### config.mk
export PLATFORM = sky130hd
export DESIGN_NAME = ks_ram_responder
export DESIGN_NICKNAME = d
export VERILOG_FILES = /design/src/rtl/k_and_s_pkg.sv /design/src/rtl/ks_ram_array.sv /design/src/rtl/ks_ram_responder.sv
export SDC_FILE = /design/constraint.sdc
export NUM_CORES = 1
export LEC_CHECK = 0
export CORE_UTILIZATION = 39
export CTS_CLUSTER_SIZE = 14
export DETAILED_ROUTE_END_ITERATION = 10
export GPL_TIMING_DRIVEN = 1
export HOLD_SLACK_MARGIN = 0.05
export PLACE_DENSITY = 0.62
export SYNTH_ARGS = -nofsm -noshare
export SYNTH_HDL_FRONTEND = slang
export SYNTH_SLANG_ARGS = --single-unit
### constraint.sdc
create_clock -name clk -period 4.4 [get_ports clk]
set_input_delay 1.32 -clock clk [delete_from_list [all_inputs] [get_ports clk]]
set_output_delay 1.32 -clock clk [all_outputs]
set_load 0.03 [all_outputs]
### src/rtl/k_and_s_pkg.sv
// rtl/k_and_s_pkg.sv - shared types and helpers for the K&S RAM responder
//
// Purpose: state encoding for the responder FSM, statistics counter width
//          and a saturating increment helper.
// Ports:   none (package).
package k_and_s_pkg;

    typedef enum logic [1:0] {
        RAM_IDLE = 2'd0,
        RAM_WAIT = 2'd1,
        RAM_RESP = 2'd2
    } ks_ram_state_t;

    localparam int KS_RAM_CNT_W = 16;

    // Counters stick at all-ones instead of wrapping.
    function automatic logic [KS_RAM_CNT_W-1:0] ks_sat_inc(input logic [KS_RAM_CNT_W-1:0] v);
        return (v == '1) ? v : v + KS_RAM_CNT_W'(1);
    endfunction

endpackage

### src/rtl/ks_ram_array.sv
// rtl/ks_ram_array.sv - word storage with one sync write port and async read
//
// Purpose: DATA_W x MEM_DEPTH storage array. Contents are never reset.
//          Callers must keep i_addr in range when i_we is set; read data
//          for out-of-range addresses is meaningless and must be masked.
// Ports:
//   clk      in   1        write clock
//   i_we     in   1        write enable
//   i_addr   in   ADDR_W   shared read/write word address
//   i_wdata  in   DATA_W   write data
//   o_rdata  out  DATA_W   combinational read of i_addr
module ks_ram_array #(
    parameter int DATA_W    = 16,
    parameter int MEM_DEPTH = 32,
    parameter int ADDR_W    = 5
) (
    input  logic              clk,
    input  logic              i_we,
    input  logic [ADDR_W-1:0] i_addr,
    input  logic [DATA_W-1:0] i_wdata,
    output logic [DATA_W-1:0] o_rdata
);

    logic [DATA_W-1:0] r_mem [MEM_DEPTH];

    always_ff @(posedge clk) begin
        if (i_we) begin
            r_mem[i_addr] <= i_wdata;
        end
    end

    assign o_rdata = r_mem[i_addr];

endmodule

### src/rtl/ks_ram_responder.sv
// rtl/ks_ram_responder.sv - single-outstanding RAM responder with wait states
//
// Purpose: accepts one read/write at a time, waits WAIT_STATES cycles, then
//          issues a one-cycle response pulse. Addresses >= MEM_DEPTH are
//          flagged with rsp_err; such writes are dropped and reads return 0.
// Optional feature: define KS_RAM_STATS_EN to enable the saturating
//          completed read/write counters; otherwise both read as zero.
// Ports:
//   clk        in   1        clock, posedge
//   rst        in   1        synchronous active-high reset
//   req_valid  in   1        request present
//   req_write  in   1        1 = write, 0 = read
//   req_addr   in   ADDR_W   word address
//   req_wdata  in   DATA_W   write data
//   req_ready  out  1        idle; request taken this cycle if req_valid
//   rsp_valid  out  1        one-cycle response pulse
//   rsp_rdata  out  DATA_W   read data, or echo of write data
//   rsp_err    out  1        address out of range (qualified by rsp_valid)
//   rd_count   out  16       completed non-error reads
//   wr_count   out  16       completed non-error writes
module ks_ram_responder
    import k_and_s_pkg::*;
#(
    parameter int ADDR_W      = 5,
    parameter int DATA_W      = 16,
    parameter int MEM_DEPTH   = 32,
    parameter int WAIT_STATES = 1
) (
    input  logic                    clk,
    input  logic                    rst,
    input  logic                    req_valid,
    input  logic                    req_write,
    input  logic [ADDR_W-1:0]       req_addr,
    input  logic [DATA_W-1:0]       req_wdata,
    output logic                    req_ready,
    output logic                    rsp_valid,
    output logic [DATA_W-1:0]       rsp_rdata,
    output logic                    rsp_err,
    output logic [KS_RAM_CNT_W-1:0] rd_count,
    output logic [KS_RAM_CNT_W-1:0] wr_count
);

    ks_ram_state_t     r_state;
    logic [3:0]        r_cnt;
    logic              r_write;
    logic [ADDR_W-1:0] r_addr;
    logic [DATA_W-1:0] r_wdata;
    logic              r_rsp_valid;
    logic [DATA_W-1:0] r_rsp_rdata;
    logic              r_rsp_err;

    logic              w_in_range;
    logic              w_we;
    logic [DATA_W-1:0] w_mem_rdata;

    assign w_in_range = (32'(r_addr) < MEM_DEPTH);
    // The write lands on the edge that leaves RESP; a reset on that edge
    // discards it.
    assign w_we       = (r_state == RAM_RESP) && r_write && w_in_range && !rst;
    assign req_ready  = (r_state == RAM_IDLE) && !rst;

    ks_ram_array #(
        .DATA_W    (DATA_W),
        .MEM_DEPTH (MEM_DEPTH),
        .ADDR_W    (ADDR_W)
    ) u_array (
        .clk     (clk),
        .i_we    (w_we),
        .i_addr  (r_addr),
        .i_wdata (r_wdata),
        .o_rdata (w_mem_rdata)
    );

    always_ff @(posedge clk) begin
        if (rst) begin
            r_state     <= RAM_IDLE;
            r_cnt       <= '0;
            r_rsp_valid <= 1'b0;
            r_rsp_rdata <= '0;
            r_rsp_err   <= 1'b0;
        end else begin
            r_rsp_valid <= 1'b0;
            case (r_state)
                RAM_IDLE: begin
                    if (req_valid) begin
                        r_write <= req_write;
                        r_addr  <= req_addr;
                        r_wdata <= req_wdata;
                        if (WAIT_STATES > 0) begin
                            r_state <= RAM_WAIT;
                            r_cnt   <= 4'(WAIT_STATES - 1);
                        end else begin
                            r_state <= RAM_RESP;
                        end
                    end
                end
                RAM_WAIT: begin
                    if (r_cnt == 4'd0) begin
                        r_state <= RAM_RESP;
                    end else begin
                        r_cnt <= r_cnt - 4'd1;
                    end
                end
                RAM_RESP: begin
                    // Read data is sampled before this edge's write lands.
                    r_rsp_valid <= 1'b1;
                    r_rsp_err   <= !w_in_range;
                    r_rsp_rdata <= r_write    ? r_wdata     :
                                   w_in_range ? w_mem_rdata : '0;
                    r_state     <= RAM_IDLE;
                end
                default: r_state <= RAM_IDLE;
            endcase
        end
    end

    assign rsp_valid = r_rsp_valid;
    assign rsp_rdata = r_rsp_rdata;
    assign rsp_err   = r_rsp_err;

`ifdef KS_RAM_STATS_EN
    logic [KS_RAM_CNT_W-1:0] r_rd_count;
    logic [KS_RAM_CNT_W-1:0] r_wr_count;

    always_ff @(posedge clk) begin
        if (rst) begin
            r_rd_count <= '0;
            r_wr_count <= '0;
        end else if ((r_state == RAM_RESP) && w_in_range) begin
            if (r_write) begin
                r_wr_count <= ks_sat_inc(r_wr_count);
            end else begin
                r_rd_count <= ks_sat_inc(r_rd_count);
            end
        end
    end

    assign rd_count = r_rd_count;
    assign wr_count = r_wr_count;
`else
    assign rd_count = '0;
    assign wr_count = '0;
`endif

endmodule

# [Word-level counts from Yosys, hierarchy flattened]
# Memory sizes are Yosys's and may differ from the RTL's. A register that Yosys moved wholly into a read port is not among the register bits.
# Index checks and enable logic that the tools add are counted.
[totals] ff_bits=29 latch_bits=0 ramBits=512 romBits=0 inputBits=25 out_inout_bits=51 n_memories=1
[op_classes] addsub=1 mul=0 n_div=0 magnitude_cmp=0 n_eq_ne=5 shift=0 muxes=9 bitwise=1 reduce_logical=10
[memory_table] name="u_array.r_mem" depth=32 word_bits=16 rd=1 rd_clocked_by_memory_dff=1 write_ports=1 line="ks_ram_array.sv:24" source="logic [DATA_W-1:0] r_mem [MEM_DEPTH];"
[ops] operator="4-bit two-way mux" n=2
[ops] operator="4-bit one-hot mux with 2 select lines" n=1
[ops] operator="2-bit inequality test (second input constant)" n=3
[ops] operator="3-bit AND reduction" n=2
[ops] operator="4-bit zero test" n=1
[ops] operator="2-bit two-way mux" n=2
[ops] operator="2-bit one-hot mux with 2 select lines" n=1
[ops] operator="4-bit by 1-bit subtractor with 4-bit output (second input constant)" n=1
[ops] operator="1-bit logical AND" n=3
[ops] operator="1-bit two-way mux" n=3
[ops] operator="2-bit by 1-bit == test with 1-bit output (second input constant)" n=1
[ops] operator="2-bit == test (second input constant)" n=1
[ops] operator="2-bit zero test" n=1
[ops] operator="2-bit AND reduction" n=1
[ops] operator="2-bit nonzero test" n=1
[ops] operator="1-bit zero test" n=1
[ops] operator="1-bit inverter" n=1

# [Depth between registers and ports, before layout]
# Gate-level depths: netlist of run 1.
[depth] ltp_word=5 ltp_mapped=9 depth_no_buf=7

# [Cells and area by module]
# A second synthesis of run 1 with hierarchy kept.
[hier_totals] hier_cells=1237 area_unflattened_um2=21699.6
[by_module_without_submodules] module="ks_ram_array" n_inst=1 cells_each=1070 area_per_inst_um2=19728.9 seq_area_each_um2=15374.7
[by_module_without_submodules] module="ks_ram_responder" n_inst=1 cells_each=167 area_per_inst_um2=1970.6 seq_area_each_um2=1121.1

# [Worst setup path after synthesis of run 1]
# OpenSTA, ideal clock, no wires.
[synth_path] kind="input to register" from="input rst" to="memory u_array.r_mem[24][0] (enable)" setup_ns=0.409 arrival_ns=3.635 path_slack_ns=0.356 cell_stages=6 cell_sequence="clkbuf_1 > and4bb_1 > buf_2 > or3b_1 > clkbuf_1 > nor3_1"
[synth_via] elab_chain_len=4
[synth_lines] element="start: declaration" line="ks_ram_responder.sv:30" source="input logic rst,"
[synth_lines] element="1-bit zero test" line="ks_ram_responder.sv:59" source="assign w_we = (r_state == RAM_RESP) && r_write && w_in_range && !rst;"
[synth_lines] element="1-bit logical AND" line="ks_ram_responder.sv:59"
[synth_lines] element="1-bit two-way mux" line="ks_ram_array.sv:27" source="if (i_we) begin"
[synth_lines] element="1-bit two-way mux (implied by the code)" line="ks_ram_array.sv:28" source="r_mem[i_addr] <= i_wdata;"
[synth_lines] element="end: declaration" line="ks_ram_array.sv:24"
# Every way passes these cells.

# [Worst setup path in the final report of run 1]
[layout_path] from="input rst" to="output req_ready"
[layout_via] elab_chain_len=2
[layout_lines] element="1-bit zero test" line="ks_ram_responder.sv:60" source="assign req_ready = (r_state == RAM_IDLE) && !rst;"
[layout_lines] element="1-bit logical AND" line="ks_ram_responder.sv:60"
[layout_lines] element="end: declaration" line="ks_ram_responder.sv:35" source="output logic req_ready,"
# Every way passes these cells.

==> results.md, run 1 <==
* Cell Rows at 86
* Post-Route Skew at approximately 25 ps
* Setup Fix Bufs, Post-CTS at 0
* CP required at 3080 ps
* Outcome: finished clean
* Die Area at between 50000 and 60000 µm²
* Syn avg cell area at 18.6 µm²
* Routed Antenna Nets at 0
* Die height at about 240 µm
* Drt total wl at approximately 49 mm
* Clock sinks at roughly 560
* Worst min path class: reg2reg
* Ys flop type: edfxtp_1
* Final Hold Vio Count at 0
* Total GRT Usage at 17.3%
* CP cell instances: clkdlybuf4s50_1, nor3_1, clkdlybuf4s50_1
* Crit Path Category: in2out
* Vias/cell at roughly 5.3
* Fin cells at about 2.1k
* Post-synthesis async set-or-reset flop share at 0%
* CTS clk-pin slew, worst paths at ~60 ps
* Clk root buf: clkbuf_16
* Critical path data arrival time at around 2700 ps
* Placer Congestion at 0.816
* Worst stage delay on the critical path at between 700 and 800 ps
* Initial DRC count at roughly 1.2k
* Worst-skew pair later-pin latency at between 600 and 700 ps
* DRC Markers at 0
* WHS at 448 ps
* Cells after Synth at 1172
* Synth top area share at around three quarters
* DRT Pass-1 Iters at 4
* Buffers added on ports at 42
* Final period utilization at about nine tenths
* Dpl cells at between 1.5k and 2k
* Slew margin rel. at 18.7%
* Via count at around 11k
* RSZ-0062 raised after global routing: no
* Max clock buf depth at 3
* Post-route cell area at ~25000 µm²
* Pins Over Slew Limit at 0
* Worst setup margin at about 420 ps
* Worst path slowest cell: clkdlybuf4s50_1
* First-pass GRT wire length at 71.7 mm
* Layout area overhead at 15.4%
* CORE AREA at roughly 55000 µm²
* Crit path capture type: output port
* Largest area contributor in the synthesized netlist: edfxtp_1
* Hold buffers post-CTS at 0
* Leak at 8.22 nW
* Wire per inst at 23.5 µm
* Max Cap Viol at 0
* Top post-synthesis cells by area: edfxtp_1 74%, mux4_2 6.5%, mux2i_1 4.6%
* Number of synthesized flops with an enable pin at 534
* IR drop worst, VDD at 0.306 mV
* CTS buffer count at 57
* Cell mode on critical path: clkdlybuf4s50_1
* Nets at about 1.3k
* Initial antenna violation count at 1
* Grt ovf at 0
* Post-CTS Resized at 0
* TritonCTS clock tree: built
* Detailed placement HPWL at around 31 mm
* Vias in the first global route at ~11k
* Final setup violation count at 0
* Final min period at between 3000 and 4000 ps
* Setup TNS at 0 ps
* #FFs+latches synth at 557
* Post-Syn Area at around 22000 µm²
* Post-synth cell types at 55
* H-tree depth at 2
* Placed cell areas at around 23000 µm²
* Initial Util at between 30% and 40%
* ANT cells at 0
* Worst-path fanout max at 2
* PwrDens at between 400 and 500 nW/µm²
* Worst Tran Pin Value at about 1200 ps
* F_max at approximately 250 MHz
* Die X at 238 µm
* Pre-CTS setup slack at 323 ps
* Layout cells sized above 1 at between 10% and 20%
* Io pins at 76
* Register area share after synthesis at about 76%
* Largest net degree at the start of global routing at 85
* CP Launch Type: primary input
* Synthesis warning total at 0
## critical path: cells and delay by family
kind	cells	cell delay [ps]
buf+inv	2	1140
simple gates	1	200
## sequential cells by signal, summed over array words and instances (netlist names)
| register | count |
|---|---|
| rsp_valid | 1 |
| r_state | 2 |
| r_cnt | 4 |
| rsp_rdata | 16 |
| r_addr | 5 |
| u_array.r_mem | 512 |
| r_wdata | 16 |
| r_write | 1 |
## final cells by class
class | instances | area [µm²]
Fill cell | 4693 | 30000
Sequential cell | 557 | 16500
Multi-Input combinational cell | 546 | 4850
Clock buffer | 75 | 1550
Timing Repair Buffer | 123 | 1050
Tap cell | 748 | 936
Clock inverter | 30 | 231
Inverter | 4 | 15.0
## worst paths after layout
kind	start	slack [ps]	cells after the start	to
hold / removal	rsp_rdata[0]	450	2	rsp_rdata[0]
setup reg to reg	r_addr[1]	1290	6	rsp_rdata[2]
hold reg to reg	rsp_rdata[0]	450	2	rsp_rdata[0]
setup / recovery	rst	420	3	req_ready
## routing by layer
layer | up-vias | GRT usage, % | wire length [µm]
met5 | - | 0 | 0
met4 | 0 | 5.21 | 1090
met3 | 56 | 3.10 | 3280
met2 | 398 | 26.7 | 22700
met1 | 5632 | 25.1 | 21800
li1 | 4890 | - | -
## cells in the mapped netlist, types with 11 or more instances
library cell,n
mux2_1,11
mux4_2,63
a22o_1,11
clkbuf_1,21
dfxtp_1,23
nand3_1,20
o21ai_0,13
nor3_1,14
nor2_1,48
a22oi_1,25
nand2_1,36
edfxtp_1,534
mux2_2,19
o21ai_1,13
buf_4,44
a21oi_1,47
mux2i_1,101
buf_2,25
## cell usage in the layout (no fill, tap or decap), types with 4 or more instances in the layout
cell type | netlist | final
buf_4 | 44 | 79
nand3_1 | 20 | 20
a21oi_1 | 47 | 46
clkbuf_16 | 0 | 57
dfxtp_1 | 23 | 23
a22oi_1 | 25 | 25
a221o_1 | 10 | 10
mux2_1 | 11 | 11
inv_1 | 4 | 4
nor2b_1 | 5 | 5
conb_1 | 1 | 33
nand2_1 | 36 | 36
o21ai_1 | 13 | 13
nor3_2 | 0 | 8
clkbuf_8 | 0 | 6
and2_1 | 5 | 5
nor3_1 | 14 | 6
mux2_2 | 19 | 19
mux4_2 | 63 | 63
a22o_1 | 11 | 11
clkbuf_1 | 21 | 12
clkinv_2 | 0 | 7
edfxtp_1 | 534 | 534
o2111a_1 | 10 | 10
o21ai_0 | 13 | 13
o22ai_1 | 10 | 10
mux2i_1 | 101 | 101
nor2_1 | 48 | 48
clkdlybuf4s50_1 | 0 | 42
clkinv_1 | 0 | 16
nand2b_1 | 9 | 9
## stage by stage
step / utilization [%] / power, mW
floorplan: - / 6.61
global placement: 42.4 / 6.90
detailed placement: 42.4 / 6.91
CTS: 45.6 / 11.5
global route: 45.6 / 11.7
finish: 45.6 / 11.4
## power breakdown
part	leakage (nW)	internal (mW)	switching [mW]
sequential	4.99	5.89	0.0686
combinational	2.35	0.302	0.530
clock	0.878	2.65	1.92
## logic make-up (layout without fill, tap and decap cells)
logic type	count (synthesis)	count (layout)	share of synthesized area (%)
DFF	557	557	75.7
muxes	194	194	12.7
and+or+nand+nor	164	164	3.87
AOI/OAI and AO/OA	151	151	4.72
buffers and inverters	101	232	2.78
xor gates and xnor gates	3	3	0.121
adders and majority gates	1	1	0.0574
other	1	33	0.0172
(Power assumes the default switching activity.)
==> run 2: changes to the inputs <==
--- a/config.mk
+++ b/config.mk
@@ -5,12 +5,14 @@
 export SDC_FILE = /design/constraint.sdc
 export NUM_CORES = 1
 export LEC_CHECK = 0
+export CELL_PAD_IN_SITES_DETAIL_PLACEMENT = 2
+export CELL_PAD_IN_SITES_GLOBAL_PLACEMENT = 2
 export CORE_UTILIZATION = 39
 export CTS_CLUSTER_SIZE = 14
 export DETAILED_ROUTE_END_ITERATION = 10
 export GPL_TIMING_DRIVEN = 1
 export HOLD_SLACK_MARGIN = 0.05
-export PLACE_DENSITY = 0.62
+export PLACE_DENSITY = 0.74
 export SYNTH_ARGS = -nofsm -noshare
 export SYNTH_HDL_FRONTEND = slang
 export SYNTH_SLANG_ARGS = --single-unit
==> run 2 against run 1 <==
- wire length increased by 25%
- design area increased by 0.22%
- first-iteration DRC count decreased by 16%
- non-clock buffer count decreased by 8
- flip-flop and latch count unchanged
- final cell count decreased by 0.58%
- clock power increased by 7.9%
- worst hold slack improved by 6.8 ps
- maximum frequency decreased by 5.5%
- setup slack got worse by 230 ps
- via count increased by 3.8%
- largest power group unchanged
- register-to-register slack improved by 20 ps
==> results.md, run 2 (same netlist as run 1, synthesis figures left out) <==
* Vias in the first global route at 12.7k (+17%)
* H-tree depth at 2 (unchanged)
* WL met3 at 2.60 mm (-21%)
* Critical path data arrival time at 2890 ps (+230 ps)
* Max clock buf depth at 3 (unchanged)
* DRT Pass-1 Iters at 5 (+1)
* Placer Congestion at 0.809 (-0.86%)
* Clock sinks at 557 (unchanged)
* Clk root buf: clkbuf_16
* Via count at 11.4k (+3.8%)
* Die height at 238 µm (unchanged)
* Metal-1 WL at 25.3 mm (+16%)
* Layout area overhead at 15.6%
* Initial DRC count at 1020 (-16%)
* Buffers added on ports at 42 (unchanged)
* Outcome: finished clean
* Hold buffers post-CTS at 0 (unchanged)
* Worst stage delay on the critical path at 780 ps (+60 ps)
* Worst-path fanout max at 2 (unchanged)
* Top reg by flops: u_array.r_mem
* Worst-skew pair later-pin latency at 630 ps (+20 ps)
* CP required at 3080 ps (about the same)
* Final setup violation count at 0 (unchanged)
* F_max at 238 MHz (-5.5%)
* Layout cells sized above 1 at 18.7% (-0.28 points)
* CP cell instances: clkdlybuf4s50_1, nor3_1, clkdlybuf4s50_1
* Worst path slowest cell: clkdlybuf4s50_1
* Final min period at 4210 ps (+233 ps)
* Cell Rows at 86 (unchanged)
* PwrDens at 467 nW/µm² (+3.3%)
* Worst min path class: reg2reg
* Die X at 238 µm (unchanged)
* Setup Fix Bufs, Post-CTS at 0 (unchanged)
* Grt ovf at 0 (unchanged)
* Slew margin rel. at 8.07% (-11 points)
* Routed Antenna Nets at 0 (unchanged)
* Initial Util at 39.5% (unchanged)
* Crit Path Category: in2out
* Pins Over Slew Limit at 0 (unchanged)
* Setup TNS at 0 ps (unchanged)
* RSZ-0062 raised after global routing: no
* Final period utilization at 95.7% (+5.3 points)
* Commonest non-fill, non-tap cells in the layout: 534 x edfxtp_1, 101 x mux2i_1, 69 x buf_4, 63 x mux4_2, 56 x clkbuf_16
* CORE AREA at 55100 µm² (unchanged)
* Detailed placement HPWL at 37.7 mm (+21%)
* Max Used Layer: met4
* Post-CTS Resized at 0 (unchanged)
* Nets at 1306 (-0.68%)
* DRC Markers at 0 (unchanged)
* Fillers at 5044 (+7.5%)
* CTS clk-pin slew, worst paths at 60 ps (about the same)
* Crit path capture type: output port
* Vias/cell at 5.50 (+4.4%)
* Max reg flops at 512 (unchanged)
* Io pins at 76 (unchanged)
* Drt total wl at 61.0 mm (+25%)
* Reg2reg end: rsp_rdata[12]
* Leak at 8.23 nW (+0.11%)
* Initial antenna violation count at 0 (-1)
* DR WL met2 at 31.1 mm (+37%)
* Most common cell after layout, fill and taps aside: edfxtp_1
* Post-layout power at 11.8 mW (+3.6%)
* CP startpoint: rst
* Total GRT Usage at 21.8% (+4.5 points)
* Cell mode on critical path: clkdlybuf4s50_1
* Max Cap Viol at 0 (unchanged)
* End point of the critical path: req_ready
* CP Launch Type: primary input
* First-pass GRT wire length at 88.4 mm (+23%)
* Post-Route Skew at 37.3 ps (+12.2 ps)
* Register-to-register setup slack at 1310 ps (+20 ps)
* Largest net degree at the start of global routing at 85 (unchanged)
* Final Hold Vio Count at 0 (unchanged)
* Wire per inst at 29.5 µm (+25%)
* Die Area at 56800 µm² (unchanged)
* Worst Tran Pin Value at 1380 ps (+159 ps)
* Worst reg-to-reg path cell count at 6 (unchanged)
* IR drop worst, VDD at 0.387 mV (+26%)
* CTS buffer count at 56 (-1.8%)
* R2R Path Start: r_addr[4]
* TritonCTS clock tree: built
* ANT cells at 0 (unchanged)
run 2: cell count changes in the layout (fill, tap and decap cells not counted):
cell | before | now
bufinv_16 | 3 | 10
inv_6 | 3 | 1
nor3_1 | 6 | 5
buf_4 | 79 | 69
clkbuf_16 | 57 | 56
clkinv_8 | 0 | 1
clkinv_2 | 7 | 10
buf_16 | 0 | 1
clkinv_1 | 16 | 11
inv_16 | 1 | 0
nor3_2 | 8 | 9
buf_12 | 2 | 3
clkbuf_8 | 6 | 0
run 2: layout make-up:
class | count | area, µm² | share of cell area, %
Clock buffer | 68 | 1450 | 5.74
Timing Repair Buffer | 115 | 1030 | 4.07
Sequential cell | 557 | 16500 | 65.5
Inverter | 4 | 15.0 | 0.0596
Clock inverter | 33 | 417 | 1.65
Tap cell | 748 | 936 | 3.72
Multi-Input combinational cell | 546 | 4860 | 19.3
run 2: through the flow:
stage / util (%) / std cells / hold slack, ps / worst slack, ps / area [µm²]
global placement: 42.3 / 1969 / 441 / 303 / 23300
floorplan: - / 1204 / 485 / 356 / 21900
CTS: 45.7 / 2070 / 460 / 164 / 25200
finish: 45.7 / 2071 / 455 / 190 / 25200
detailed placement: 42.3 / 1969 / 448 / 200 / 23300
global route: 45.7 / 2071 / 478 / 125 / 25200
run 2: worst min-delay path by stage:
| stage | slack (ps) | to | start | cells past startpoint |
|---|---|---|---|---|
| 2_1_floorplan | 490 | r_cnt[3] | r_cnt[3] | 2 |
| 3_3_place_gp | 440 | rsp_rdata[7] | rsp_rdata[7] | 2 |
| 3_5_place_dp | 450 | rsp_rdata[7] | rsp_rdata[7] | 2 |
| 4_1_cts | 460 | rsp_rdata[7] | rsp_rdata[7] | 2 |
| 5_1_grt | 480 | rsp_rdata[12] | rsp_rdata[12] | 2 |
| 6_report | 450 | rsp_rdata[7] | rsp_rdata[7] | 2 |
run 2: critical path: cells and delay by family:
family,cells,cell delay [ps]
simple gates,1,360
buf+inv,2,1200
run 2: routing by layer:
| layer | vias to the layer above | global-route usage, % |
|---|---|---|
| li1 | 4863 | - |
| met1 | 6098 | 27.5 |
| met2 | 322 | 37.8 |
| met3 | 111 | 3.45 |
| met4 | 0 | 8.31 |
| met5 | - | 0 |
run 2: report_power, final:
group	switching [mW]	leakage [nW]	internal (mW)
Clock	2.02	0.913	2.91
Combinational	0.536	2.32	0.304
Sequential	0.104	4.99	5.89
==> run 3: changes to the inputs <==
--- a/config.mk
+++ b/config.mk
@@ -7,12 +7,12 @@
 export LEC_CHECK = 0
 export CELL_PAD_IN_SITES_DETAIL_PLACEMENT = 2
 export CELL_PAD_IN_SITES_GLOBAL_PLACEMENT = 2
-export CORE_UTILIZATION = 39
+export CORE_UTILIZATION = 47
 export CTS_CLUSTER_SIZE = 14
 export DETAILED_ROUTE_END_ITERATION = 10
 export GPL_TIMING_DRIVEN = 1
 export HOLD_SLACK_MARGIN = 0.05
-export PLACE_DENSITY = 0.74
+export PLACE_DENSITY = 0.86
 export SYNTH_ARGS = -nofsm -noshare
 export SYNTH_HDL_FRONTEND = slang
 export SYNTH_SLANG_ARGS = --single-unit
==> run 3 against run 2 <==
- power grew 0.71%
- via count grew 6.3%
- flip-flop and latch count is the same
- first-iteration DRC count grew 13%
- setup slack gained 140 ps
==> results.md, run 3 (same netlist as run 1, synthesis figures left out) <==
* Outcome: finished clean
* Max clock buf depth at 3 (unchanged)
* Die height at 217 µm (-8.8%)
* Final period utilization at 92.4% (-3.2 points)
* R2R Path Start: r_addr[1]
* Most common cell after layout, fill and taps aside: edfxtp_1
* Initial antenna violation count at 2 (+2)
* CP required at 3080 ps (about the same)
* Layout cells sized above 1 at 19.8% (+1.1 points)
* Die X at 217 µm (-8.8%)
* Cell Rows at 78 (-9.3%)
* Vias in the first global route at 13.1k (+3.6%)
* Setup Fix Bufs, Post-CTS at 0 (unchanged)
* Final min period at 4070 ps (-143 ps)
* CTS clk-pin slew, worst paths at 60 ps (about the same)
* Critical path data arrival time at 2750 ps (-140 ps)
* Worst-path fanout max at 2 (unchanged)
* DRC Markers at 0 (unchanged)
* Detailed placement HPWL at 42.5 mm (+13%)
* Total GRT Usage at 30.0% (+8.2 points)
* Hold path depth at 2 (unchanged)
* H-tree depth at 2 (unchanged)
* Via count at 12.1k (+6.3%)
* F_max at 246 MHz (+3.5%)
* Pre-CTS setup slack at 339 ps (+139 ps)
* Register-to-register setup slack at 1130 ps (-180 ps)
* Initial DRC count at 1153 (+13%)
* Worst setup margin at 333 ps (+143 ps)
* Io pins at 76 (unchanged)
* Worst Min Path Start: rsp_rdata[12]
* Hold Path End: rsp_rdata[12]
* Top reg by flops: u_array.r_mem
* Vias/cell at 6.24 (+13%)
* Slew margin rel. at 21.5% (+13 points)
* IR drop worst, VDD at 0.448 mV (+16%)
* Drt total wl at 69.0 mm (+13%)
* Placer Congestion at 0.814 (+0.67%)
* Worst-skew pair later-pin latency at 630 ps (about the same)
* Clk root buf: clkbuf_16
* Post-CTS Resized at 0 (unchanged)
* Crit Path Category: in2out
* CORE AREA at 45600 µm² (-17%)
* Hold buffers post-CTS at 0 (unchanged)
* CP Launch Type: primary input
* Leak at 8.27 nW (+0.52%)
* Post-route cell area at 25100 µm² (-0.43%)
* Die Area at 47200 µm² (-17%)
* Largest net degree at the start of global routing at 60 (-29%)
* Clock sinks at 557 (unchanged)
* Worst reg-to-reg path cell count at 6 (unchanged)
* Routed Antenna Nets at 0 (unchanged)
* RSZ-0062 raised after global routing: no
* Worst Tran Pin Value at 1170 ps (-206 ps)
* Placed cell areas at 23200 µm² (-0.38%)
* Setup TNS at 0 ps (unchanged)
* Crit path capture type: output port
* Post-layout power at 11.9 mW (+0.71%)
* Reg2reg end: rsp_rdata[6]
* Final Hold Vio Count at 0 (unchanged)
* Initial Util at 47.8% (+8.3 points)
* Wire per inst at 35.5 µm (+21%)
* Nets at 1319 (+1.0%)
* Buffers added on ports at 42 (unchanged)
* Post-Route Skew at 29.0 ps (-8.31 ps)
* Layout area overhead at 15.1%
* First-pass GRT wire length at 98.4 mm (+11%)
* Max Cap Viol at 0 (unchanged)
* Grt ovf at 0 (unchanged)
* PwrDens at 473 nW/µm² (+1.1%)
* DRT Pass-1 Iters at 5 (unchanged)
* Pins Over Slew Limit at 0 (unchanged)
* Final setup violation count at 0 (unchanged)
* Max reg flops at 512 (unchanged)
* Commonest non-fill, non-tap cells in the layout: 534 x edfxtp_1, 101 x mux2i_1, 80 x buf_4, 63 x mux4_2, 58 x clkbuf_16
* TritonCTS clock tree: built
* CTS buffer count at 58 (+3.6%)
* Worst min path class: reg2reg
run 3: worst max-delay path by stage:
| stage | startpoint | end | depth (start not counted) |
|---|---|---|---|
| final | rst | req_ready | 3 |
| after global routing | rst | req_ready | 3 |
| after CTS | rst | req_ready | 3 |
| after detailed placement | rst | req_ready | 3 |
| after global placement | rst | req_ready | 3 |
| after floorplan | rst | u_array.r_mem[24][0] | 6 |
run 3: area by class of cell:
type | count | area (µm²)
antenna | 1 | 2.50
clock buffer | 85 | 1630
clock inverter | 23 | 234
fill | 3804 | 20500
inverter | 4 | 15.0
multi-input combinational | 546 | 4850
sequential | 557 | 16500
tap | 600 | 751
timing repair buffer | 126 | 1100
run 3: layer usage:
layer / share of wire, % / track usage, % / vias to the layer above
met3: 5.5 / 3.90 / 153
met5: 0 / 0 / -
met2: 51 / 51.8 / 554
met4: 4.0 / 12.6 / 0
li1: - / - / 4889
met1: 39 / 38.2 / 6520
run 3: worst max-delay path: stages:
cell,delay [ps]
clkdlybuf4s50_1,440
nor3_1,250
clkdlybuf4s50_1,730
run 3: power breakdown:
| group | total (mW) | switching (mW) | internal (mW) |
|---|---|---|---|
| clock | 4.94 | 2.13 | 2.81 |
| combinational | 0.965 | 0.654 | 0.311 |
| sequential | 5.95 | 0.0641 | 5.89 |
run 3: stage by stage:
| step | hold WS, ps | instances | utilization (%) |
|---|---|---|---|
| after floorplan | 485 | 1204 | - |
| after global placement | 447 | 1833 | 50.9 |
| after detailed placement | 464 | 1833 | 50.9 |
| after CTS | 480 | 1941 | 55.0 |
| after global routing | 502 | 1941 | 55.0 |
| final | 481 | 1942 | 55.0 |
